$ cat config.mk
export PLATFORM = sky130hd
export DESIGN_NAME = dram_req_arbiter_flat
export DESIGN_NICKNAME = d
export VERILOG_FILES = /design/src/rtl/dram_arb_pkg.sv /design/src/rtl/dram_req_arbiter_if.sv /design/src/rtl/dram_arb_tag_fifo.sv /design/src/rtl/dram_req_arbiter.sv /design/src/flat_wrapper.sv
export SDC_FILE = /design/constraint.sdc
export NUM_CORES = 1
export LEC_CHECK = 0
export CAP_MARGIN = 20
export CORE_AREA = 2 2 348 350
export CTS_CLUSTER_DIAMETER = 100
export DETAILED_ROUTE_END_ITERATION = 8
export DIE_AREA = 0 0 350 352
export GPL_TIMING_DRIVEN = 1
export PLACE_DENSITY = 0.38
export SLEW_MARGIN = 5
export SYNTH_ARGS = -nofsm -noshare
export SYNTH_HDL_FRONTEND = slang
export SYNTH_HIERARCHICAL = 1
export SYNTH_SLANG_ARGS = --single-unit
export TNS_END_PERCENT = 100
$ cat constraint.sdc
create_clock -name i_dram_clk_div -period 2.95 [get_ports i_dram_clk_div]
set_input_delay 0.59 -clock i_dram_clk_div [delete_from_list [all_inputs] [get_ports i_dram_clk_div]]
set_output_delay 0.59 -clock i_dram_clk_div [all_outputs]
set_load 0.05 [all_outputs]
$ cat src/rtl/dram_arb_pkg.sv
// dram_arb_pkg: shared types and constants for the DRAM request arbiter.
//   dram_arb_state_e : arbiter FSM state encoding.
//   DEF_N_REQ / DEF_MAX_BURST : default configuration, with TAG_W and CNT_W derived from it.
//   ptr_w()          : index width for a table of the given depth (never below 1).
package dram_arb_pkg;

  typedef enum logic [1:0] {
    StWaitCal = 2'd0,
    StIdle    = 2'd1,
    StBurst   = 2'd2
  } dram_arb_state_e;

  localparam int unsigned DEF_N_REQ     = 2;
  localparam int unsigned DEF_MAX_BURST = 8;
  localparam int unsigned TAG_W         = $clog2(DEF_N_REQ);
  localparam int unsigned CNT_W         = $clog2(DEF_MAX_BURST + 1);

  function automatic int unsigned ptr_w(input int unsigned depth);
    return (depth > 1) ? $clog2(depth) : 1;
  endfunction

endpackage

$ cat src/rtl/dram_req_arbiter_if.sv
// dram_req_arbiter_if: requester-side and DRAM-controller-side signals of the arbiter.
//   slave  : arbiter view (requests/controller responses in, commands/read returns out).
//   master : testbench / surrounding-system view.
//   stat_cmds (N_REQ*32) exists only when DRAM_ARB_STATS_EN is defined.
interface dram_req_arbiter_if #(
  parameter int unsigned N_REQ  = 2,
  parameter int unsigned ADDR_W = 32,
  parameter int unsigned DATA_W = 144,
  parameter int unsigned BE_W   = 18
);
  logic                    phy_ready;
  logic [N_REQ-1:0]        req_valid;
  logic [N_REQ-1:0]        req_rnw;
  logic [N_REQ*ADDR_W-1:0] req_addr;
  logic [N_REQ*DATA_W-1:0] req_wdata;
  logic [N_REQ*BE_W-1:0]   req_wbe;
  logic [N_REQ-1:0]        req_ack;
  logic [N_REQ-1:0]        rsp_valid;
  logic [DATA_W-1:0]       rsp_data;
  logic                    dram_cmd_valid;
  logic                    dram_cmd_rnw;
  logic [ADDR_W-1:0]       dram_cmd_addr;
  logic [DATA_W-1:0]       dram_wr_data;
  logic [BE_W-1:0]         dram_wr_be;
  logic                    dram_cmd_ack;
  logic                    dram_rd_valid;
  logic [DATA_W-1:0]       dram_rd_data;
  logic                    busy;
  logic                    rd_orphan;
`ifdef DRAM_ARB_STATS_EN
  logic [N_REQ*32-1:0]     stat_cmds;
`endif

  modport slave (
    input  phy_ready, req_valid, req_rnw, req_addr, req_wdata, req_wbe,
    input  dram_cmd_ack, dram_rd_valid, dram_rd_data,
    output req_ack, rsp_valid, rsp_data,
    output dram_cmd_valid, dram_cmd_rnw, dram_cmd_addr, dram_wr_data, dram_wr_be,
    output busy, rd_orphan
`ifdef DRAM_ARB_STATS_EN
    , output stat_cmds
`endif
  );

  modport master (
    output phy_ready, req_valid, req_rnw, req_addr, req_wdata, req_wbe,
    output dram_cmd_ack, dram_rd_valid, dram_rd_data,
    input  req_ack, rsp_valid, rsp_data,
    input  dram_cmd_valid, dram_cmd_rnw, dram_cmd_addr, dram_wr_data, dram_wr_be,
    input  busy, rd_orphan
`ifdef DRAM_ARB_STATS_EN
    , input stat_cmds
`endif
  );

endinterface

$ cat src/rtl/dram_arb_tag_fifo.sv
// dram_arb_tag_fifo: first-word-fall-through FIFO holding requester tags of outstanding reads.
//   i_clk, i_rst (sync, active-high), i_push/i_din write, i_pop consume head,
//   o_dout = current head, o_full / o_empty status.
//   Push and pop together are allowed at any occupancy (including full); occupancy is unchanged.
module dram_arb_tag_fifo
  import dram_arb_pkg::*;
#(
  parameter int unsigned WIDTH = 1,
  parameter int unsigned DEPTH = 16
) (
  input  logic             i_clk,
  input  logic             i_rst,
  input  logic             i_push,
  input  logic             i_pop,
  input  logic [WIDTH-1:0] i_din,
  output logic [WIDTH-1:0] o_dout,
  output logic             o_full,
  output logic             o_empty
);
  localparam int unsigned PTR_W = ptr_w(DEPTH);

  logic [WIDTH-1:0] r_mem [DEPTH];
  logic [PTR_W-1:0] r_wr_ptr;
  logic [PTR_W-1:0] r_rd_ptr;
  logic [PTR_W:0]   r_count;

  // At full with a simultaneous pop, the head is read combinationally before the slot is reused.
  always_ff @(posedge i_clk) begin
    if (i_push) begin
      r_mem[r_wr_ptr] <= i_din;
    end
  end

  always_ff @(posedge i_clk) begin
    if (i_rst) begin
      r_wr_ptr <= '0;
      r_rd_ptr <= '0;
      r_count  <= '0;
    end else begin
      if (i_push) r_wr_ptr <= r_wr_ptr + 1'b1;
      if (i_pop)  r_rd_ptr <= r_rd_ptr + 1'b1;
      r_count <= r_count + {{PTR_W{1'b0}}, i_push} - {{PTR_W{1'b0}}, i_pop};
    end
  end

  assign o_dout  = r_mem[r_rd_ptr];
  assign o_empty = (r_count == '0);
  assign o_full  = (r_count == (PTR_W + 1)'(DEPTH));

endmodule

$ cat src/rtl/dram_req_arbiter.sv
// dram_req_arbiter: shares one DDR2 command port between N_REQ requesters.
//   i_dram_clk_div : sole clock.   i_dram_rst_div : synchronous active-high reset.
//   io_bus (dram_req_arbiter_if.slave): requester commands/acks, read returns, DRAM command
//   port, busy and sticky rd_orphan.
//   Traffic is held until phy_ready; round-robin grants of up to MAX_BURST commands; each
//   accepted read records its requester in a tag FIFO so returned data is routed back.
//   Optional: DRAM_ARB_STATS_EN adds stat_cmds, per-requester accepted-command counters.
module dram_req_arbiter
  import dram_arb_pkg::*;
#(
  parameter int unsigned N_REQ     = DEF_N_REQ,
  parameter int unsigned ADDR_W    = 32,
  parameter int unsigned DATA_W    = 144,
  parameter int unsigned BE_W      = 18,
  parameter int unsigned MAX_BURST = DEF_MAX_BURST,
  parameter int unsigned TAG_DEPTH = 16
) (
  input  logic            i_dram_clk_div,
  input  logic            i_dram_rst_div,
  dram_req_arbiter_if.slave io_bus
);
  localparam int unsigned IDX_W  = ptr_w(N_REQ);
  localparam int unsigned BEAT_W = $clog2(MAX_BURST + 1);

  dram_arb_state_e   r_state;
  logic [IDX_W-1:0]  r_grant;
  logic [IDX_W-1:0]  r_rr;
  logic [BEAT_W-1:0] r_beat;
  logic [N_REQ-1:0]  r_rsp_valid;
  logic [DATA_W-1:0] r_rsp_data;
  logic              r_orphan;

  logic              w_in_burst;
  logic              w_g_valid;
  logic              w_g_rnw;
  logic              w_cmd_valid;
  logic              w_accept;
  logic              w_tag_pop;
  logic              w_tag_full;
  logic              w_tag_empty;
  logic [IDX_W-1:0]  w_tag_head;
  logic [IDX_W-1:0]  w_pick;
  logic [IDX_W-1:0]  w_rr_next;
  logic [BEAT_W-1:0] w_beat_next;
  logic [N_REQ-1:0]  w_grant_oh;
  logic [N_REQ-1:0]  w_head_oh;

  assign w_in_burst  = (r_state == StBurst);
  assign w_g_valid   = io_bus.req_valid[r_grant];
  assign w_g_rnw     = io_bus.req_rnw[r_grant];
  assign w_tag_pop   = io_bus.dram_rd_valid & ~w_tag_empty;
  // A read may still go out at full when a tag is popped in the same cycle.
  assign w_cmd_valid = w_in_burst & w_g_valid & io_bus.phy_ready &
                       ~(w_g_rnw & w_tag_full & ~w_tag_pop);
  assign w_accept    = w_cmd_valid & io_bus.dram_cmd_ack;
  assign w_beat_next = r_beat + BEAT_W'(w_accept);
  assign w_rr_next   = (r_grant == IDX_W'(N_REQ - 1)) ? '0 : r_grant + 1'b1;
  assign w_grant_oh  = {{(N_REQ - 1){1'b0}}, 1'b1} << r_grant;
  assign w_head_oh   = {{(N_REQ - 1){1'b0}}, 1'b1} << w_tag_head;

  // Scan downward so the last hit wins: the first valid requester at or above r_rr (mod N_REQ).
  always_comb begin
    w_pick = r_rr;
    for (int i = N_REQ - 1; i >= 0; i--) begin
      if (io_bus.req_valid[(int'(r_rr) + i) % N_REQ]) begin
        w_pick = IDX_W'((int'(r_rr) + i) % N_REQ);
      end
    end
  end

  dram_arb_tag_fifo #(
    .WIDTH (IDX_W),
    .DEPTH (TAG_DEPTH)
  ) u_tag_fifo (
    .i_clk   (i_dram_clk_div),
    .i_rst   (i_dram_rst_div),
    .i_push  (w_accept & w_g_rnw),
    .i_pop   (w_tag_pop),
    .i_din   (r_grant),
    .o_dout  (w_tag_head),
    .o_full  (w_tag_full),
    .o_empty (w_tag_empty)
  );

  always_ff @(posedge i_dram_clk_div) begin
    if (i_dram_rst_div) begin
      r_state     <= StWaitCal;
      r_grant     <= '0;
      r_rr        <= '0;
      r_beat      <= '0;
      r_rsp_valid <= '0;
      r_rsp_data  <= '0;
      r_orphan    <= 1'b0;
    end else begin
      // Read return routing runs regardless of state, so outstanding reads survive a recal.
      r_rsp_valid <= w_tag_pop ? w_head_oh : '0;
      if (w_tag_pop) r_rsp_data <= io_bus.dram_rd_data;
      if (io_bus.dram_rd_valid && w_tag_empty) r_orphan <= 1'b1;

      if (!io_bus.phy_ready) begin
        r_state <= StWaitCal;
        if (w_in_burst) begin
          r_rr   <= w_rr_next;
          r_beat <= '0;
        end
      end else begin
        unique case (r_state)
          StWaitCal: r_state <= StIdle;
          StIdle: begin
            if (|io_bus.req_valid) begin
              r_grant <= w_pick;
              r_state <= StBurst;
            end
          end
          StBurst: begin
            if ((w_beat_next == BEAT_W'(MAX_BURST)) || !w_g_valid) begin
              r_state <= StIdle;
              r_rr    <= w_rr_next;
              r_beat  <= '0;
            end else begin
              r_beat  <= w_beat_next;
            end
          end
          default: r_state <= StWaitCal;
        endcase
      end
    end
  end

  assign io_bus.dram_cmd_valid = w_cmd_valid;
  assign io_bus.dram_cmd_rnw   = w_in_burst & w_g_rnw;
  assign io_bus.dram_cmd_addr  = w_in_burst ? io_bus.req_addr[int'(r_grant)*ADDR_W +: ADDR_W] : '0;
  assign io_bus.dram_wr_data   = w_in_burst ? io_bus.req_wdata[int'(r_grant)*DATA_W +: DATA_W] : '0;
  assign io_bus.dram_wr_be     = w_in_burst ? io_bus.req_wbe[int'(r_grant)*BE_W +: BE_W] : '0;
  assign io_bus.req_ack        = w_accept ? w_grant_oh : '0;
  assign io_bus.rsp_valid      = r_rsp_valid;
  assign io_bus.rsp_data       = r_rsp_data;
  assign io_bus.busy           = w_in_burst | ~w_tag_empty;
  assign io_bus.rd_orphan      = r_orphan;

`ifdef DRAM_ARB_STATS_EN
  logic [31:0] r_stat [N_REQ];

  always_ff @(posedge i_dram_clk_div) begin
    if (i_dram_rst_div) begin
      for (int i = 0; i < N_REQ; i++) r_stat[i] <= '0;
    end else if (w_accept) begin
      r_stat[r_grant] <= r_stat[r_grant] + 32'd1;
    end
  end

  for (genvar g = 0; g < N_REQ; g++) begin : g_stat
    assign io_bus.stat_cmds[g*32 +: 32] = r_stat[g];
  end
`endif

endmodule
$ cat src/flat_wrapper.sv
// flat-port wrapper written by rule: the top's interface ports become plain ports
module dram_req_arbiter_flat import dram_arb_pkg::*;
#(
  parameter int unsigned N_REQ     = DEF_N_REQ,
  parameter int unsigned ADDR_W    = 32,
  parameter int unsigned DATA_W    = 144,
  parameter int unsigned BE_W      = 18,
  parameter int unsigned MAX_BURST = DEF_MAX_BURST,
  parameter int unsigned TAG_DEPTH = 16
)
  (i_dram_clk_div, i_dram_rst_div, io_bus_phy_ready, io_bus_req_valid, io_bus_req_rnw, io_bus_req_addr, io_bus_req_wdata, io_bus_req_wbe, io_bus_dram_cmd_ack, io_bus_dram_rd_valid, io_bus_dram_rd_data, io_bus_req_ack, io_bus_rsp_valid, io_bus_rsp_data, io_bus_dram_cmd_valid, io_bus_dram_cmd_rnw, io_bus_dram_cmd_addr, io_bus_dram_wr_data, io_bus_dram_wr_be, io_bus_busy, io_bus_rd_orphan);
  dram_req_arbiter_if #(.N_REQ(N_REQ), .ADDR_W(ADDR_W), .DATA_W(DATA_W), .BE_W(BE_W)) io_bus_i ();
  input  logic i_dram_clk_div;
  input  logic i_dram_rst_div;
  input wire logic [$bits(io_bus_i.phy_ready)-1:0] io_bus_phy_ready;
  input wire logic [$bits(io_bus_i.req_valid)-1:0] io_bus_req_valid;
  input wire logic [$bits(io_bus_i.req_rnw)-1:0] io_bus_req_rnw;
  input wire logic [$bits(io_bus_i.req_addr)-1:0] io_bus_req_addr;
  input wire logic [$bits(io_bus_i.req_wdata)-1:0] io_bus_req_wdata;
  input wire logic [$bits(io_bus_i.req_wbe)-1:0] io_bus_req_wbe;
  input wire logic [$bits(io_bus_i.dram_cmd_ack)-1:0] io_bus_dram_cmd_ack;
  input wire logic [$bits(io_bus_i.dram_rd_valid)-1:0] io_bus_dram_rd_valid;
  input wire logic [$bits(io_bus_i.dram_rd_data)-1:0] io_bus_dram_rd_data;
  output wire logic [$bits(io_bus_i.req_ack)-1:0] io_bus_req_ack;
  output wire logic [$bits(io_bus_i.rsp_valid)-1:0] io_bus_rsp_valid;
  output wire logic [$bits(io_bus_i.rsp_data)-1:0] io_bus_rsp_data;
  output wire logic [$bits(io_bus_i.dram_cmd_valid)-1:0] io_bus_dram_cmd_valid;
  output wire logic [$bits(io_bus_i.dram_cmd_rnw)-1:0] io_bus_dram_cmd_rnw;
  output wire logic [$bits(io_bus_i.dram_cmd_addr)-1:0] io_bus_dram_cmd_addr;
  output wire logic [$bits(io_bus_i.dram_wr_data)-1:0] io_bus_dram_wr_data;
  output wire logic [$bits(io_bus_i.dram_wr_be)-1:0] io_bus_dram_wr_be;
  output wire logic [$bits(io_bus_i.busy)-1:0] io_bus_busy;
  output wire logic [$bits(io_bus_i.rd_orphan)-1:0] io_bus_rd_orphan;
  assign io_bus_i.phy_ready = io_bus_phy_ready;
  assign io_bus_i.req_valid = io_bus_req_valid;
  assign io_bus_i.req_rnw = io_bus_req_rnw;
  assign io_bus_i.req_addr = io_bus_req_addr;
  assign io_bus_i.req_wdata = io_bus_req_wdata;
  assign io_bus_i.req_wbe = io_bus_req_wbe;
  assign io_bus_i.dram_cmd_ack = io_bus_dram_cmd_ack;
  assign io_bus_i.dram_rd_valid = io_bus_dram_rd_valid;
  assign io_bus_i.dram_rd_data = io_bus_dram_rd_data;
  assign io_bus_req_ack = io_bus_i.req_ack;
  assign io_bus_rsp_valid = io_bus_i.rsp_valid;
  assign io_bus_rsp_data = io_bus_i.rsp_data;
  assign io_bus_dram_cmd_valid = io_bus_i.dram_cmd_valid;
  assign io_bus_dram_cmd_rnw = io_bus_i.dram_cmd_rnw;
  assign io_bus_dram_cmd_addr = io_bus_i.dram_cmd_addr;
  assign io_bus_dram_wr_data = io_bus_i.dram_wr_data;
  assign io_bus_dram_wr_be = io_bus_i.dram_wr_be;
  assign io_bus_busy = io_bus_i.busy;
  assign io_bus_rd_orphan = io_bus_i.rd_orphan;
  dram_req_arbiter #(.N_REQ(N_REQ), .ADDR_W(ADDR_W), .DATA_W(DATA_W), .BE_W(BE_W), .MAX_BURST(MAX_BURST), .TAG_DEPTH(TAG_DEPTH)) u_core (.i_dram_clk_div(i_dram_clk_div), .i_dram_rst_div(i_dram_rst_div), .io_bus(io_bus_i));
endmodule
Yosys cells after proc, flatten, opt, wreduce, memory -nomap -nowiden --
Memories as Yosys holds them, arrays and structs flattened. A register that Yosys moved wholly into a read port is not among the register bits. Cells that the tools add are included.
Storage, ports and cells: memory bits (writable) 16, bits in registers 168, memories 1
Cells by class: $lt $le $gt $ge 3, bitwise logic cells 14, add/subtract/negate cells 7, shift-type cells 5, multiplexer cells 30, reduce and logical (&&, ||, !) cells 11, equality and inequality tests 7, $mul 2
Memory list:
- u_core.u_tag_fifo.r_mem | depth 16, width 1, rd ports 1, clocked after Yosys merged registers in 1, write ports 1, RTL line dram_arb_tag_fifo.sv:22 | logic [WIDTH-1:0] r_mem [DEPTH];
Operators with widths (number):
- 288-bit by 10-bit variable part select with 144-bit output | 1
- 144-bit two-way mux | 1
- 64-bit by 7-bit variable part select with 32-bit output | 1
- 36-bit by 7-bit variable part select with 18-bit output | 1
- 32-bit two-way mux | 1
- 4-bit two-way mux | 6
- 18-bit two-way mux | 1
- 1-bit two-way mux | 17
- 1-bit by 4-bit multiplier with 5-bit output (second input constant) | 2
- 1-bit AND | 9
- 4-bit by 1-bit adder with 4-bit output (second input constant) | 2
- 1-bit by 2-bit < comparator with 1-bit output (second input constant) | 3
- 2-bit two-way mux | 3
- 2-bit case mux with 3 select lines | 1
- 2-bit OR reduction | 3
- 5-bit by 1-bit adder with 5-bit output | 1
- 5-bit equality test (second input constant) | 1
- 5-bit zero test | 1
- 5-bit by 1-bit subtractor with 5-bit output | 1
- 4-bit by 1-bit adder with 4-bit output | 1
- 4-bit equality test (second input constant) | 1
- 2-bit by 1-bit != test with 1-bit output (second input constant) | 2
- 1-bit inverter | 4
- 2-bit AND reduction | 2
- 11 further kinds | 13

Longest topological paths before layout --
Gate-level depths: netlist (run 1).
depth in word-level cells 14, depth in mapped cells 15, depth with buffers taken out 14

Cells and area by module --
Netlist (run 1), hierarchy kept.
Modules (own cells, without submodules):
- dram_req_arbiter | area an instance 8429.3 µm², times used 1, seq. area each 3103.0 µm², cells an instance 1126
- dram_arb_tag_fifo | area an instance 1517.7 µm², times used 1, seq. area each 820.8 µm², cells an instance 124

Least setup slack after synthesis (run 1) --
Ideal clock, no wire load.
kind register to register, start register u_core.r_grant, end register u_core.r_rr, data arrival time 2.986 ns, clock period less this slack 3.057 ns, slack -0.107 ns, data required time 2.878 ns, buffers on the path 1, cell stages (with the launch flop) 12, library setup time 0.072 ns, cells stage by stage dfxtp_1 > mux2_4 > and3_1 > buf_4 > o21a_1 > and2_1 > ha_1 > ha_1 > xor2_1 > or3_1 > o21ai_1 > mux2i_1
On the way: longest elaborated chain between the ends 12
RTL lines:
- start: declaration | RTL line dram_req_arbiter.sv:26 | logic [IDX_W-1:0] r_grant;
- start signal: assignment | RTL line dram_req_arbiter.sv:111 | r_grant <= w_pick;
- 1-bit two-way mux (implied by the code) (2 in series) | RTL line dram_req_arbiter.sv:50 | assign w_g_rnw = io_bus.req_rnw[r_grant];
- 1-bit AND (2 in series) | RTL line dram_req_arbiter.sv:54 | ~(w_g_rnw & w_tag_full & ~w_tag_pop);
- 1-bit inverter | RTL line dram_req_arbiter.sv:54
- 1-bit AND * | RTL line dram_req_arbiter.sv:53 | assign w_cmd_valid = w_in_burst & w_g_valid & io_bus.phy_ready &
- net io_bus_dram_cmd_valid | RTL line flat_wrapper.sv:27 | output wire logic [$bits(io_bus_i.dram_cmd_valid)-1:0] io_bus_dram_cmd_valid;
- 1-bit AND * | RTL line dram_req_arbiter.sv:55 | assign w_accept = w_cmd_valid & io_bus.dram_cmd_ack;
- 4-bit by 1-bit adder with 4-bit output * | RTL line dram_req_arbiter.sv:56 | assign w_beat_next = r_beat + BEAT_W'(w_accept);
- 4-bit equality test * | RTL line dram_req_arbiter.sv:116 | if ((w_beat_next == BEAT_W'(MAX_BURST)) || !w_g_valid) begin
- 1-bit logical OR * | RTL line dram_req_arbiter.sv:116
- 2-bit by 1-bit != test with 1-bit output (no source line) *
- 2-bit AND reduction (no source line) *
- end signal: assignment | RTL line dram_req_arbiter.sv:103 | r_rr <= w_rr_next;
- end signal: assignment | RTL line dram_req_arbiter.sv:118 | r_rr <= w_rr_next;
- end: declaration | RTL line dram_req_arbiter.sv:27 | logic [IDX_W-1:0] r_rr;
Mark *: on every way through the listed nets, which the timed path passes. The rest lies on a longest branch. The select of a mux whose other input is x is not followed. A chain may end at the register's enable or synchronous reset.

Final worst setup path (run 1) --
start register u_core.r_grant, end output io_bus_dram_wr_data[128]
On the way: longest elaborated chain between the ends 3
RTL lines:
- 1-bit by 4-bit multiplier with 5-bit output | RTL line dram_req_arbiter.sv:133 | assign io_bus.dram_wr_data = w_in_burst ? io_bus.req_wdata[int'(r_grant)*DATA_W +: DATA_W] : '0;
- 288-bit by 10-bit variable part select with 144-bit output | RTL line dram_req_arbiter.sv:133
- 144-bit two-way mux | RTL line dram_req_arbiter.sv:133
- end: declaration | RTL line flat_wrapper.sv:30 | output wire logic [$bits(io_bus_i.dram_wr_data)-1:0] io_bus_dram_wr_data;
No other way between the ends.

==> flow_summary.ini, run 1 <==
[outcome]
status = completed

[power_and_ir_drop]
power.density_nw_per_um2 = 462.3
p_leak_nw = 8.162
ir_drop_uv = 466.2

[critical_path]
required_ns = 2.36
slowest_delay_ns = 0.46
critical_path_arrival_ns = 2.27
end_kind = primary output
cp_cell_sequence = buf_12 > buf_6 > mux2i_1 > buf_4 > nor2_1 > buf_12
crit_type = flop to primary output
critPathBufInv = 4
crit_path_start_kind = flop
cp_slowest_cell = dfxtp_4
cpMostUsedCell = buf_12
crit_family = buffers and inverters
path_max_fanout = 16

[die]
start_util = 0.08335
die_h_um = 352
dieArea_um2 = 123200
rows = 127
ioPinCount = 887
dieWidth_um = 350
core_um2 = 119300

[layout]
drive_gt1_frac = 0.1563
instances_no_fill = 3772
multi_input_area_um2 = 5694
stdcell_area_um2 = 23500
fillCellCount = 13260
area.sequential_um2 = 3930
fin_util = 0.1969
nNetsFinal = 2679
area_delta_synth_final_pct = 136.3

[route]
viasPerCell = 3.177
drcViolationCount = 0
ant_nets = 0
vias = 11980
routed_wirelength_um = 79600
wire_per_inst_um = 21.10
drt_iter0_drc = 522
first_pass_iters = 5

[grt]
grt_overflow = 0
grt_max_degree = 149
first_global_vias = 12470
grt_pass1_wl_um = 105200
top_usage_layer = met2
grt_antenna_before_repair = 67
grt_util_met3 = 0.06944
grt_use_total = 0.1250
grtUsageMet1 = 0.1095
use_met2 = 0.2303

[yosys]
synth-seq-cells = 188
ys_seq_area_frac = 0.3945
async_flop_share = 0
synth.distinct_cells = 48
syn-mean-instance-area_um2 = 7.958
synth_warnings = 6
synth_area_leaders = dfxtp_1, mux2i_1, nand2_1
yosys.area.top_type_share = 0.3462
synthesis.nets = 1805
synth.cell_area_um2 = 9947
syn_inst = 1250
synth_edf_count = 16
synthFlopType = dfxtp_1
yosys.area.top_type = dfxtp_1

[timing]
tns_ns = 0
worst_pin_slew_ns = 0.9973
period_needed_ns = 2.862
hold_viol_final = 0
holdWs_ns = 0.4540
slew_headroom = 0.3351
final-setup-viol-count = 0
final.period_utilization = 0.9701
fmax_mhz = 349.4
skew_ns = 0.02552
drv_slew = 0
rsz0062_at_grt = true

[clocking]
clk_path_buf_depth = 2
cts.sinks = 188
htreeDepth = 4
cts_tree = built
clock_latency_ns = 0.50
cts.clk_slew.worst_paths_ns = 0.09
cts_made_buffers = 17
clock-root-buffer = clkbuf_16

[worst_hold_path]
hold_class = flop to flop

[place]
gp_congestion = 0.9209
placed_area_um2 = 22570
dp.cells = 3713
dp_hpwl_um = 67370
portBuffers = 886

[flow_run]
cap_violations = 0
==> cell type report <==
cell class	count	share of cell area
Clock inverter	12	0.004898
Sequential cell	188	0.1672
Antenna cell	23	0.002449
Timing Repair Buffer	950	0.4752
Multi-Input combinational cell	954	0.2423
Clock buffer	20	0.01991
Inverter	13	0.002183
Tap cell	1612	0.08582
==> timing repair <==
action                                  in CTS  in global routing
endpoints found under the setup margin      87                  8
cloned                                       0                  1
hold buffers                                 0                  0
buffers inserted                             2                  1
gates resized for setup                     45                  7
pin swaps                                    1                  4
==> worst paths after layout <==
path                                            from                                      end  slack, ns  depth (start not counted)
max                      u_core/r_grant$_SDFFE_PP0P_                 io_bus_dram_wr_data[128]       0.09                          6
min          u_core/io_bus.rsp_data[66]$_SDFFE_PP0P_  u_core/io_bus.rsp_data[66]$_SDFFE_PP0P_       0.45                          2
max reg2reg  u_core/u_tag_fifo/r_count[2]$_SDFF_PP0_            u_core/r_beat[3]$_SDFFE_PP0P_       0.20                         15
min reg2reg  u_core/io_bus.rsp_data[66]$_SDFFE_PP0P_  u_core/io_bus.rsp_data[66]$_SDFFE_PP0P_       0.45                          2
==> metrics by stage <==
| stage | power [mW] | worst slack (ns) |
|---|---|---|
| after CTS | 11.12 | -0.002071 |
| final | 10.86 | 0.08815 |
| after floorplan | 6.147 | 0.01793 |
| after detailed placement | 8.547 | -0.2882 |
| after global placement | 8.552 | -0.2690 |
| after global routing | 11.53 | -0.03199 |
==> power by group <==
part           switching (mW)  internal, mW  leakage [nW]
Clock                    1.18          1.19         0.291
Sequential              0.252          2.99          1.55
Combinational            3.13          2.12          6.32
==> layout by cell type, fill, tap and decap left out, types with 4 or more instances in the layout <==
master / count
a21oi_1: 152
and2_1: 17
buf_12: 179
buf_4: 76
buf_6: 6
clkbuf_16: 19
clkdlybuf4s50_1: 686
dfxtp_1: 169
diode_2: 23
edfxtp_1: 16
ha_1: 12
inv_1: 10
inv_6: 4
inv_8: 4
mux2i_1: 182
mux2i_2: 8
mux2i_4: 9
nand2_1: 295
nand3_1: 4
nor2_1: 210
nor2_2: 5
nor2b_1: 5
xor2_1: 7
==> cells by family (layout without fill, tap and decap cells) <==
logic type | count (synthesis) | after routing | synth area share
flip-flops | 188 | 188 | 0.3945
other | 0 | 23 | 0
adder cells (fa/ha/maj) | 14 | 14 | 0.01837
AO/OA/AOI/OAI | 168 | 168 | 0.08893
AND/OR/NAND/NOR | 558 | 558 | 0.2233
XOR/XNOR | 10 | 10 | 0.008806
multiplexers | 204 | 204 | 0.2119
buffers and inverters | 108 | 995 | 0.05421
==> worst reg2reg max path, cell delays in order, from the launching register on <==
cell and delay, ns:
dfxtp_2 0.33, inv_2 0.07, ha_4 0.13, nor4b_4 0.18
buf_4 0.15, nand2b_4 0.12, nand2_2 0.05, o21a_2 0.22
and2_1 0.15, ha_1 0.20, ha_1 0.21, xor2_1 0.15
or3_4 0.36, buf_4 0.15, nand4_1 0.08, a31oi_1 0.08
==> registers in the layout (all words and copies together) (netlist names), 2 cells and up, named ones only <==
signal and cells:
u_core/u_tag_fifo/r_rd_ptr 4, u_core/u_tag_fifo/r_mem 16, u_core/io_bus.rsp_valid 2, u_core/u_tag_fifo/r_wr_ptr 4
u_core/r_state 2, u_core/io_bus.rsp_data 144, u_core/r_beat 4, u_core/u_tag_fifo/r_count 5
==> metal layers <==
metal	routed length (um)	part of all wire
met5	87	0.0011
met3	9569	0.12
met2	41090	0.52
met1	25300	0.32
met4	3560	0.045
==> synthesized netlist by cell type (2+ instances only) <==
library cell    n
a21oi_1       152
a22oi_1         2
and2_1         17
and3_1          3
buf_1           7
buf_2          35
buf_4           4
buf_6          10
clkbuf_1       39
dfxtp_1       172
edfxtp_1       16
ha_1           13
inv_1          12
mux2i_1       199
mux4_1          3
nand2_1       296
nand2b_1        4
nand3_1         4
nand4_1         3
nor2_1        215
nor2b_1         5
nor3_1          2
nor3b_1         3
o21ai_0         2
xnor2_1         3
xor2_1          7
Note: power is estimated with default switching activity, not from simulation.
==> inputs of run 2 (changes only) <==
--- a/config.mk
+++ b/config.mk
@@ -6,12 +6,14 @@
 export NUM_CORES = 1
 export LEC_CHECK = 0
 export CAP_MARGIN = 20
-export CORE_AREA = 2 2 348 350
+export CELL_PAD_IN_SITES_DETAIL_PLACEMENT = 1
+export CELL_PAD_IN_SITES_GLOBAL_PLACEMENT = 1
+export CORE_AREA = 2 2 350 352
 export CTS_CLUSTER_DIAMETER = 100
 export DETAILED_ROUTE_END_ITERATION = 8
-export DIE_AREA = 0 0 350 352
+export DIE_AREA = 0 0 352 354
 export GPL_TIMING_DRIVEN = 1
-export PLACE_DENSITY = 0.38
+export PLACE_DENSITY = 0.48
 export SLEW_MARGIN = 5
 export SYNTH_ARGS = -nofsm -noshare
 export SYNTH_HDL_FRONTEND = slang
==> flow_summary.ini, run 2 (synthesis results as in run 1) <==
[die]
rows = 128
die_h_um = 354
core_um2 = 120900
dieWidth_um = 352
ioPinCount = 887
dieArea_um2 = 124600
start_util = 0.08226

[clocking]
cts.clk_slew.worst_paths_ns = 0.09
cts_tree = built
htreeDepth = 4
cts.sinks = 188
clock_latency_ns = 0.51
holdBufCountCts = 0
clk_path_buf_depth = 2
cts_made_buffers = 17
clock-root-buffer = clkbuf_16

[grt]
grt_antenna_before_repair = 111
grt_overflow = 0
grt_pass1_wl_um = 119400
grt_max_degree = 147
grt_use_total = 0.1426
first_global_vias = 13090

[route]
viasPerCell = 3.316
routed_wirelength_um = 91500
ant_nets = 0
first_pass_iters = 4
drt_iter0_drc = 360
drcViolationCount = 0
vias = 12560
wire_per_inst_um = 24.16

[layout]
drive_gt1_frac = 0.1496
area.sequential_um2 = 3930
largest_reg_flops = 144
area_delta_synth_final_pct = 132.3
instances_no_fill = 3788
multi_input_area_um2 = 5550
final_cell_mix = clkdlybuf4s50_1, nand2_1, nor2_1
fillCellCount = 14110
nNetsFinal = 2681
layout_commonest_cell = clkdlybuf4s50_1

[timing]
final-setup-viol-count = 0
period_needed_ns = 2.815
drv_slew = 0
final.period_utilization = 0.9541
fmax_mhz = 355.3
slew_headroom = 0.3973
hold_viol_final = 0
skew_ns = 0.01453
tns_ns = 0
worst_pin_slew_ns = 0.9041

[outcome]
status = completed

[place]
gp_congestion = 0.8902
portBuffers = 886
dp.cells = 3724
dp_hpwl_um = 77800

[critical_path]
crit_type = flop to primary output
end_kind = primary output
crit_path_start_kind = flop
path_max_fanout = 3
required_ns = 2.36
critical_path_arrival_ns = 2.22

[power_and_ir_drop]
ir_drop_uv = 551.0
power.density_nw_per_um2 = 478.6
p_leak_nw = 8.097

[flow_run]
cap_violations = 0

[worst_hold_path]
hold_class = input port to flop
==> run 2: changes by cell type in the layout (fill, tap and decap cells not counted), sizes merged <==
| cell | delta |
|---|---|
| inv | +3 |
| clkbuf | -3 |
| bufbuf | +2 |
| diode | +1 |
==> run 2: cell type report <==
cell class,count,share of cell area
Clock inverter,15,0.008068
Tap cell,1625,0.08799
Clock buffer,17,0.01841
Timing Repair Buffer,952,0.4704
Sequential cell,188,0.1701
Antenna cell,24,0.002599
Inverter,13,0.002220
Multi-Input combinational cell,954,0.2402
==> run 2: per-stage QoR <==
stage	setup slack (ns)	utilization	area (um2)	hold slack, ns	total power, mW
6_report	0.1355	0.1911	23110	0.4531	11.06
5_1_grt	-0.008965	0.1907	23060	0.4555	11.76
4_1_cts	0.008402	0.1899	22960	0.4194	11.32
3_5_place_dp	-0.3130	0.1837	22210	0.4458	8.612
3_3_place_gp	-0.3151	0.1837	22210	0.4418	8.575
2_1_floorplan	0.01793	-	9950	0.4842	6.147
==> run 2: metal layers <==
layer | routed length [um] | GRT usage | up-vias
met5 | 56 | 0 | -
met4 | 3393 | 0.03648 | 8
met3 | 9202 | 0.06588 | 203
met2 | 49810 | 0.2836 | 657
met1 | 29050 | 0.1274 | 5776
li1 | - | - | 5916
==> run 2: path summary, 6_finish.rpt <==
| kind | from | to | slack (ns) | cells past startpoint |
|---|---|---|---|---|
| max | u_core/u_tag_fifo/r_count[2]$_SDFF_PP0_ | io_bus_req_ack[0] | 0.14 | 9 |
| min | i_dram_rst_div | u_core/u_tag_fifo/r_count[1]$_SDFF_PP0_ | 0.45 | 2 |
| max reg2reg | u_core/u_tag_fifo/r_count[2]$_SDFF_PP0_ | u_core/r_rr$_SDFFE_PP0P_ | 0.23 | 13 |
| min reg2reg | u_core/io_bus.rsp_data[34]$_SDFFE_PP0P_ | u_core/io_bus.rsp_data[34]$_SDFFE_PP0P_ | 0.45 | 2 |
==> run 2: report_power, final <==
| part | internal [mW] | switching (mW) | leakage, nW |
|---|---|---|---|
| sequential | 2.99 | 0.246 | 1.55 |
| clock | 1.17 | 1.35 | 0.299 |
| combinational | 2.13 | 3.17 | 6.25 |
| total | 6.29 | 4.77 | 8.10 |
==> run 2: worst max-delay path, cell delays in order, from the launching register on <==
cell and delay, ns:
dfxtp_2 0.33, inv_2 0.07, ha_4 0.13, nor4b_4 0.22
nand2b_4 0.19, nand2_2 0.06, o21a_2 0.20, buf_6 0.14
and3b_2 0.23, buf_12 0.15
==> run 2: repair_timing <==
action | 4_1_cts | 5_1_grt
setup endpoints to repair | 18 | 6
resized for setup | 9 | 12
gates cloned | 2 | 1
setup buffers | 2 | 3
==> patch 1, RTL diff (settings of run 1) <==
`TAG_DEPTH` is set to 16 in 2 places; all go to 32.
--- a/src/rtl/dram_req_arbiter.sv
+++ b/src/rtl/dram_req_arbiter.sv
@@ -13,7 +13,7 @@
   parameter int unsigned DATA_W    = 144,
   parameter int unsigned BE_W      = 18,
   parameter int unsigned MAX_BURST = DEF_MAX_BURST,
-  parameter int unsigned TAG_DEPTH = 16
+  parameter int unsigned TAG_DEPTH = 32
 ) (
   input  logic            i_dram_clk_div,
   input  logic            i_dram_rst_div,
--- a/src/flat_wrapper.sv
+++ b/src/flat_wrapper.sv
@@ -6,7 +6,7 @@
   parameter int unsigned DATA_W    = 144,
   parameter int unsigned BE_W      = 18,
   parameter int unsigned MAX_BURST = DEF_MAX_BURST,
-  parameter int unsigned TAG_DEPTH = 16
+  parameter int unsigned TAG_DEPTH = 32
 )
   (i_dram_clk_div, i_dram_rst_div, io_bus_phy_ready, io_bus_req_valid, io_bus_req_rnw, io_bus_req_addr, io_bus_req_wdata, io_bus_req_wbe, io_bus_dram_cmd_ack, io_bus_dram_rd_valid, io_bus_dram_rd_data, io_bus_req_ack, io_bus_rsp_valid, io_bus_rsp_data, io_bus_dram_cmd_valid, io_bus_dram_cmd_rnw, io_bus_dram_cmd_addr, io_bus_dram_wr_data, io_bus_dram_wr_be, io_bus_busy, io_bus_rd_orphan);
   dram_req_arbiter_if #(.N_REQ(N_REQ), .ADDR_W(ADDR_W), .DATA_W(DATA_W), .BE_W(BE_W)) io_bus_i ();
Check against the original RTL: same outputs for any inputs over 4 cycles, from zero or initial values and one cycle with i_dram_rst_div high; that may be too few to reach the edited logic, so the function may still have changed.
==> patch 1 against run 1 <==
Setup slack worse by 32 ps; core utilization is 0.58 points higher; highest routed layer unchanged; cell area is 3.0% higher; clock power is 27% higher; worst hold slack worse by 6.3 ps; total power is 4.6% higher; area after synthesis is 9.6% higher; critical endpoint is now io_bus_dram_wr_data[99]; sequential cell count is 20 higher; combinational power is 6.5% lower; routed wire length is 29% higher; fmax is 1.1% lower.
==> patch 1: results (changes against run 1) <==
stage	metric	value	unit	change
clocking	clk buf depth	3		+1
clocking	CTS Buf Count	25		+8
worst_hold_path	WHS Endpoint	u_core/u_tag_fifo/r_wr_ptr[3]$_SDFFE_PP0P_		
clocking	clock latency on the worst-skew pair	550	ps	+50 ps
worst_setup_path	reg-to-reg slack, setup	210	ps	
logic_synthesis	Post-Synth XOR/XNOR Area	0.00964		+0.000837
worst_setup_path	Max FO, Critical Path	20		+4
logic_synthesis	most common library cells after synthesis	nand2_1 (302), nor2_1 (236), mux2i_1 (204)		
place	DP Wirelength	87300	µm	+30%
worst_setup_path	WP data arrival	2300	ps	+30 ps
worst_hold_path	hold path start	i_dram_rst_div		
route	routed length per instance	26.7	µm	+26%
logic_synthesis	Synth Area in Adders	0.0202		+0.00184
logic_synthesis	Post-synth EDFFs	32		+16
cells_and_area	Net count, final	2764		+3.2%
worst_setup_path	reg2reg start	u_core/u_tag_fifo/r_count[4]$_SDFF_PP0_		
logic_synthesis	mux cell area share after synthesis	0.202		-0.0102
global_routing	global-route wire length before repair	130000	µm	+24%
logic_synthesis	synth unique cells	50		+4.2%
route	DR vias/cell	3.45		+8.5%
power	leakage	8.38	nW	+2.7%
logic_synthesis	Syn Inst Count	1339		+7.1%
worst_hold_path	Worst Hold Class	in2reg		
clocking	Worst-path clk slew	60	ps	-30 ps
timing	Final Skew	13.4	ps	-12.1 ps
worst_hold_path	Worst Hold Depth	2		unchanged
cells_and_area	share of cells above drive strength 1	0.143		-0.0128
timing	Max-slew headroom	0.483		+0.148
worst_setup_path	RR Endpoint	u_core/r_rr$_SDFFE_PP0P_		
route	number of DRC markers in iteration 0	580		+11%
logic_synthesis	synth top area cells	dfxtp_1 (32%), mux2i_1 (19%), nand2_1 (10%)		
logic_synthesis	Seq/Total Area, Yosys	0.411		+0.0169
route	Detailed Routing Iterations Pass 1	7		+2
power	peak supply drop	0.343	mV	-26%
global_routing	largest net degree at the start of global routing	150		+0.67%
logic_synthesis	Compound-Gate Fraction of Synth Area	0.0857		-0.00319
status	outcome	finished, final reports clean		
global_routing	initial antenna violation count	130		+94%
clocking	CTS H-Tree Depth	1		-3
worst_setup_path	slowest CP cell	mux2i_2		
worst_setup_path	slowest stage delay, CP	510	ps	+50 ps
place	GPL Wtd Cong	0.873		-5.2%
[patch 1: changes by cell type after synthesis, sizes merged, moves of 6 or more]
cell | before | now
and2 | 17 | 1
edfxtp | 16 | 32
inv | 13 | 19
nand2 | 296 | 302
nor2 | 215 | 236
nor3 | 2 | 15
[patch 1: stage by stage]
| step | cell area, µm² | hold slack, ps | worst slack (ps) | utilization | total power, mW |
|---|---|---|---|---|---|
| floorplan | 10900 | 484 | 54.7 | - | 6.16 |
| global placement | 23100 | 441 | -232 | 0.194 | 8.44 |
| detailed placement | 23100 | 447 | -265 | 0.194 | 8.44 |
| CTS | 24200 | 427 | 0.701 | 0.202 | 11.6 |
| global route | 24200 | 468 | -5.12 | 0.203 | 12.0 |
| finish | 24200 | 448 | 56.5 | 0.203 | 11.4 |
[patch 1: routing by layer]
metal	share of wire	track usage	up-vias
met4	0.020	0.0217	12
met5	0.00074	0	-
met2	0.55	0.317	708
li1	-	-	6205
met1	0.35	0.161	6050
met3	0.087	0.0538	258
[patch 1: cell families after synthesis]
kind of cell	after synthesis
AND/OR/NAND/NOR	594
multiplexers	211
flip-flops	208
AO/OA/AOI/OAI	175
buffers and inverters	122
adder cells (fa/ha/maj)	17
XOR/XNOR	12
[patch 1: timing repair]
item / in CTS / in global routing
resized for setup: 20 / 9
cloned: 4 / 0
buffers inserted: 5 / 1
endpoints found under the setup margin: 67 / 17
pin swaps: 0 / 2
[patch 1: cell type report]
| type | instances | area, µm² |
|---|---|---|
| Multi-Input combinational cell | 1009 | 5890 |
| Tap cell | 1612 | 2020 |
| Sequential cell | 208 | 4490 |
| Timing Repair Buffer | 943 | 11000 |
| Clock inverter | 9 | 91.3 |
| Antenna cell | 5 | 12.5 |
| Fill cell | 13269 | 95100 |
| Clock buffer | 35 | 677 |
| Inverter | 19 | 73.8 |
[patch 1: how the worst max path moves through the flow]
stage | startpoint | to | depth (start not counted)
floorplan | io_bus_req_valid[0] | u_core/r_rr$_SDFFE_PP0P_ | 11
detailed placement | io_bus_req_valid[1] | u_core/r_rr$_SDFFE_PP0P_ | 11
global route | u_core/u_tag_fifo/r_count[4]$_SDFF_PP0_ | io_bus_req_ack[0] | 9
CTS | u_core/u_tag_fifo/r_count[2]$_SDFF_PP0_ | io_bus_req_ack[0] | 9
global placement | io_bus_req_valid[0] | u_core/r_rr$_SDFFE_PP0P_ | 11
finish | u_core/r_grant$_SDFFE_PP0P_ | io_bus_dram_wr_data[99] | 5
[patch 1: power groups by stage]
stage	sequential [mW]	clock, mW	combinational, mW
after CTS	3.45	3.19	4.98
after detailed placement	3.51	0	4.92
after global placement	3.51	0	4.93
final	3.45	3.01	4.91
after floorplan	4.60	0	1.56
after global routing	3.50	3.26	5.25
==> patch 2, RTL diff (settings of run 1) <==
Without the edit above. The 3 states of `dram_arb_state_e` get a one-hot encoding in 3 bits.
--- a/src/rtl/dram_arb_pkg.sv
+++ b/src/rtl/dram_arb_pkg.sv
@@ -4,10 +4,10 @@
 //   ptr_w()          : index width for a table of the given depth (never below 1).
 package dram_arb_pkg;
 
-  typedef enum logic [1:0] {
-    StWaitCal = 2'd0,
-    StIdle    = 2'd1,
-    StBurst   = 2'd2
+  typedef enum logic [2:0] {
+    StWaitCal = 3'b001,
+    StIdle    = 3'b010,
+    StBurst   = 3'b100
   } dram_arb_state_e;
 
   localparam int unsigned DEF_N_REQ     = 2;
Formal check against the unedited RTL: no difference found for any inputs over 4 cycles, from zero or initial values and one cycle with i_dram_rst_div high; so few cycles prove little.
==> patch 2 against run 1 <==
Total power decreased by 5.9%; area after synthesis decreased by 0.72%; cell area increased by 0.80%; sequential cell count increased by 1; setup slack improved by 28 ps; routed wire length increased by 18%; critical path type is now in2out; critical endpoint is now io_bus_req_ack[1].
==> patch 2: results (changes against run 1) <==
stage	metric	value	unit	change
status	outcome	finished, final reports clean		
clocking	clock latency on the worst-skew pair	470	ps	-30 ps
logic_synthesis	Post-Synth XOR/XNOR Area	0.00887		+0.0000636
route	Detailed Routing Iterations Pass 1	5		unchanged
cells_and_area	fill count	13295		+0.26%
logic_synthesis	most common library cells after synthesis	nand2_1 (300), nor2_1 (217), mux2i_1 (199)		
logic_synthesis	Synth Area in Adders	0.0185		+0.000133
place	IO buf count	886		unchanged
logic_synthesis	ys async rst share	0		unchanged
worst_setup_path	Max FO, Critical Path	5		-11
timing	Max Slew Vio Count	0		unchanged
power	leakage	8.18	nW	+0.18%
place	Inst Count DP	3721		+0.22%
logic_synthesis	Post-synth EDFFs	16		unchanged
timing	Max-slew headroom	0.476		+0.141
cells_and_area	Net count, final	2692		+0.49%
timing	Final Skew	12.8	ps	-12.7 ps
route	wirelength, routed	93800	µm	+18%
clocking	CTS Buf Count	17		unchanged
route	number of DRC markers in iteration 0	529		+1.3%
worst_setup_path	slowest stage delay, CP	540	ps	+80 ps
place	DP Wirelength	80400	µm	+19%
global_routing	Tot GR Track Use	0.148		+0.0228
route	DR vias/cell	3.27		+2.9%
logic_synthesis	mux cell area share after synthesis	0.212		about the same
cells_and_area	share of cells above drive strength 1	0.149		-0.00699
global_routing	initial antenna violation count	111		+66%
logic_synthesis	Compound-Gate Fraction of Synth Area	0.0887		-0.000245
global_routing	largest net degree at the start of global routing	149		unchanged
logic_synthesis	Avg Inst Size Synth	7.85	µm²	-1.3%
cells_and_area	area delta synth->final	140	%	
logic_synthesis	synth unique cells	39		-19%
power	Int Pwr	5.99	mW	-4.9%
clocking	clk buf depth	2		unchanged
cells_and_area	max FFs per register	144		unchanged
clocking	clock tree root driver cell	clkbuf_16		
place	dpl cell area	0.0228	mm²	+1.2%
logic_synthesis	synth top area cells	dfxtp_1 (35%), mux2i_1 (20%), nand2_1 (11%)		
global_routing	global-route wire length before repair	120000	µm	+14%
power	peak supply drop	0.535	mV	+15%
worst_setup_path	slowest CP cell	clkdlybuf4s50_1		
timing	final setup fails	0		unchanged
clocking	Worst-path clk slew	70	ps	-20 ps
logic_synthesis	Seq/Total Area, Yosys	0.399		+0.00488
worst_hold_path	Worst Hold Class	reg2reg		
logic_synthesis	Synthesis Warnings	6		unchanged
place	GPL Wtd Cong	0.870		-5.6%
clocking	CTS H-Tree Depth	4		unchanged
worst_setup_path	WP data arrival	2240	ps	-30 ps
logic_synthesis	syn nets	1813		+0.44%
route	DR vias	12341		+3.0%
worst_setup_path	CP top delay family	buffers and inverters		
[patch 2: through the flow]
stage	power, mW	setup slack (ps)	hold WS (ps)
5_1_grt	10.9	-5.90	470
3_5_place_dp	8.03	-420	446
4_1_cts	10.5	1.51	456
2_1_floorplan	5.85	-113	439
3_3_place_gp	8.02	-442	442
6_report	10.2	117	454
[patch 2: power groups by stage]
stage | clock network (mW) | registers [mW] | logic, mW
floorplan | 0 | 4.53 | 1.32
global placement | 0 | 3.28 | 4.74
detailed placement | 0 | 3.29 | 4.74
CTS | 2.50 | 3.23 | 4.76
global route | 2.56 | 3.29 | 5.02
finish | 2.34 | 3.23 | 4.65
[patch 2: repair_timing]
action / 4_1_cts / 5_1_grt
pin swaps: 2 / 2
setup buffers: 0 / 7
cloned: 2 / 0
resized for setup: 23 / 7
setup endpoints to repair: 97 / 10
[patch 2: layout make-up]
class / instances / area share
sequential: 189 / 0.167
clock inverter: 13 / 0.00549
multi-input combinational: 961 / 0.236
antenna: 15 / 0.00158
clock buffer: 19 / 0.0187
inverter: 14 / 0.00232
timing repair buffer: 954 / 0.484
tap: 1612 / 0.0851
[patch 2: metal layers]
metal | part of all wire | wire, µm | track usage
met1 | 0.31 | 28800 | 0.130
met2 | 0.54 | 50500 | 0.285
met3 | 0.11 | 10400 | 0.0737
met4 | 0.041 | 3880 | 0.0520
met5 | 0.0010 | 96 | 0
[patch 2: cells by family after synthesis]
logic type / after synthesis
mux: 203
compound gates: 167
buf+inv: 108
flops: 189
xor+xnor: 10
simple gates: 567
fa+ha+maj: 14
[patch 2: tightest hold or removal path, delay by kind of cell, from the launching register on]
family / cells / cell delay, ps
AND/OR/NAND/NOR: 1 / 50
AO/OA/AOI/OAI: 1 / 50
flip-flops: 1 / 310
[patch 2: final timing paths]
kind                                            start                                        to  slack, ps  depth (start not counted)
max                               io_bus_req_valid[0]                         io_bus_req_ack[1]        120                          7
min          u_core/io_bus.rsp_data[111]$_SDFFE_PP0P_  u_core/io_bus.rsp_data[111]$_SDFFE_PP0P_        450                          2
max reg2reg               u_core/r_grant$_SDFFE_PP0P_                  u_core/r_rr$_SDFFE_PP0P_        210                         11
min reg2reg  u_core/io_bus.rsp_data[111]$_SDFFE_PP0P_  u_core/io_bus.rsp_data[111]$_SDFFE_PP0P_        450                          2
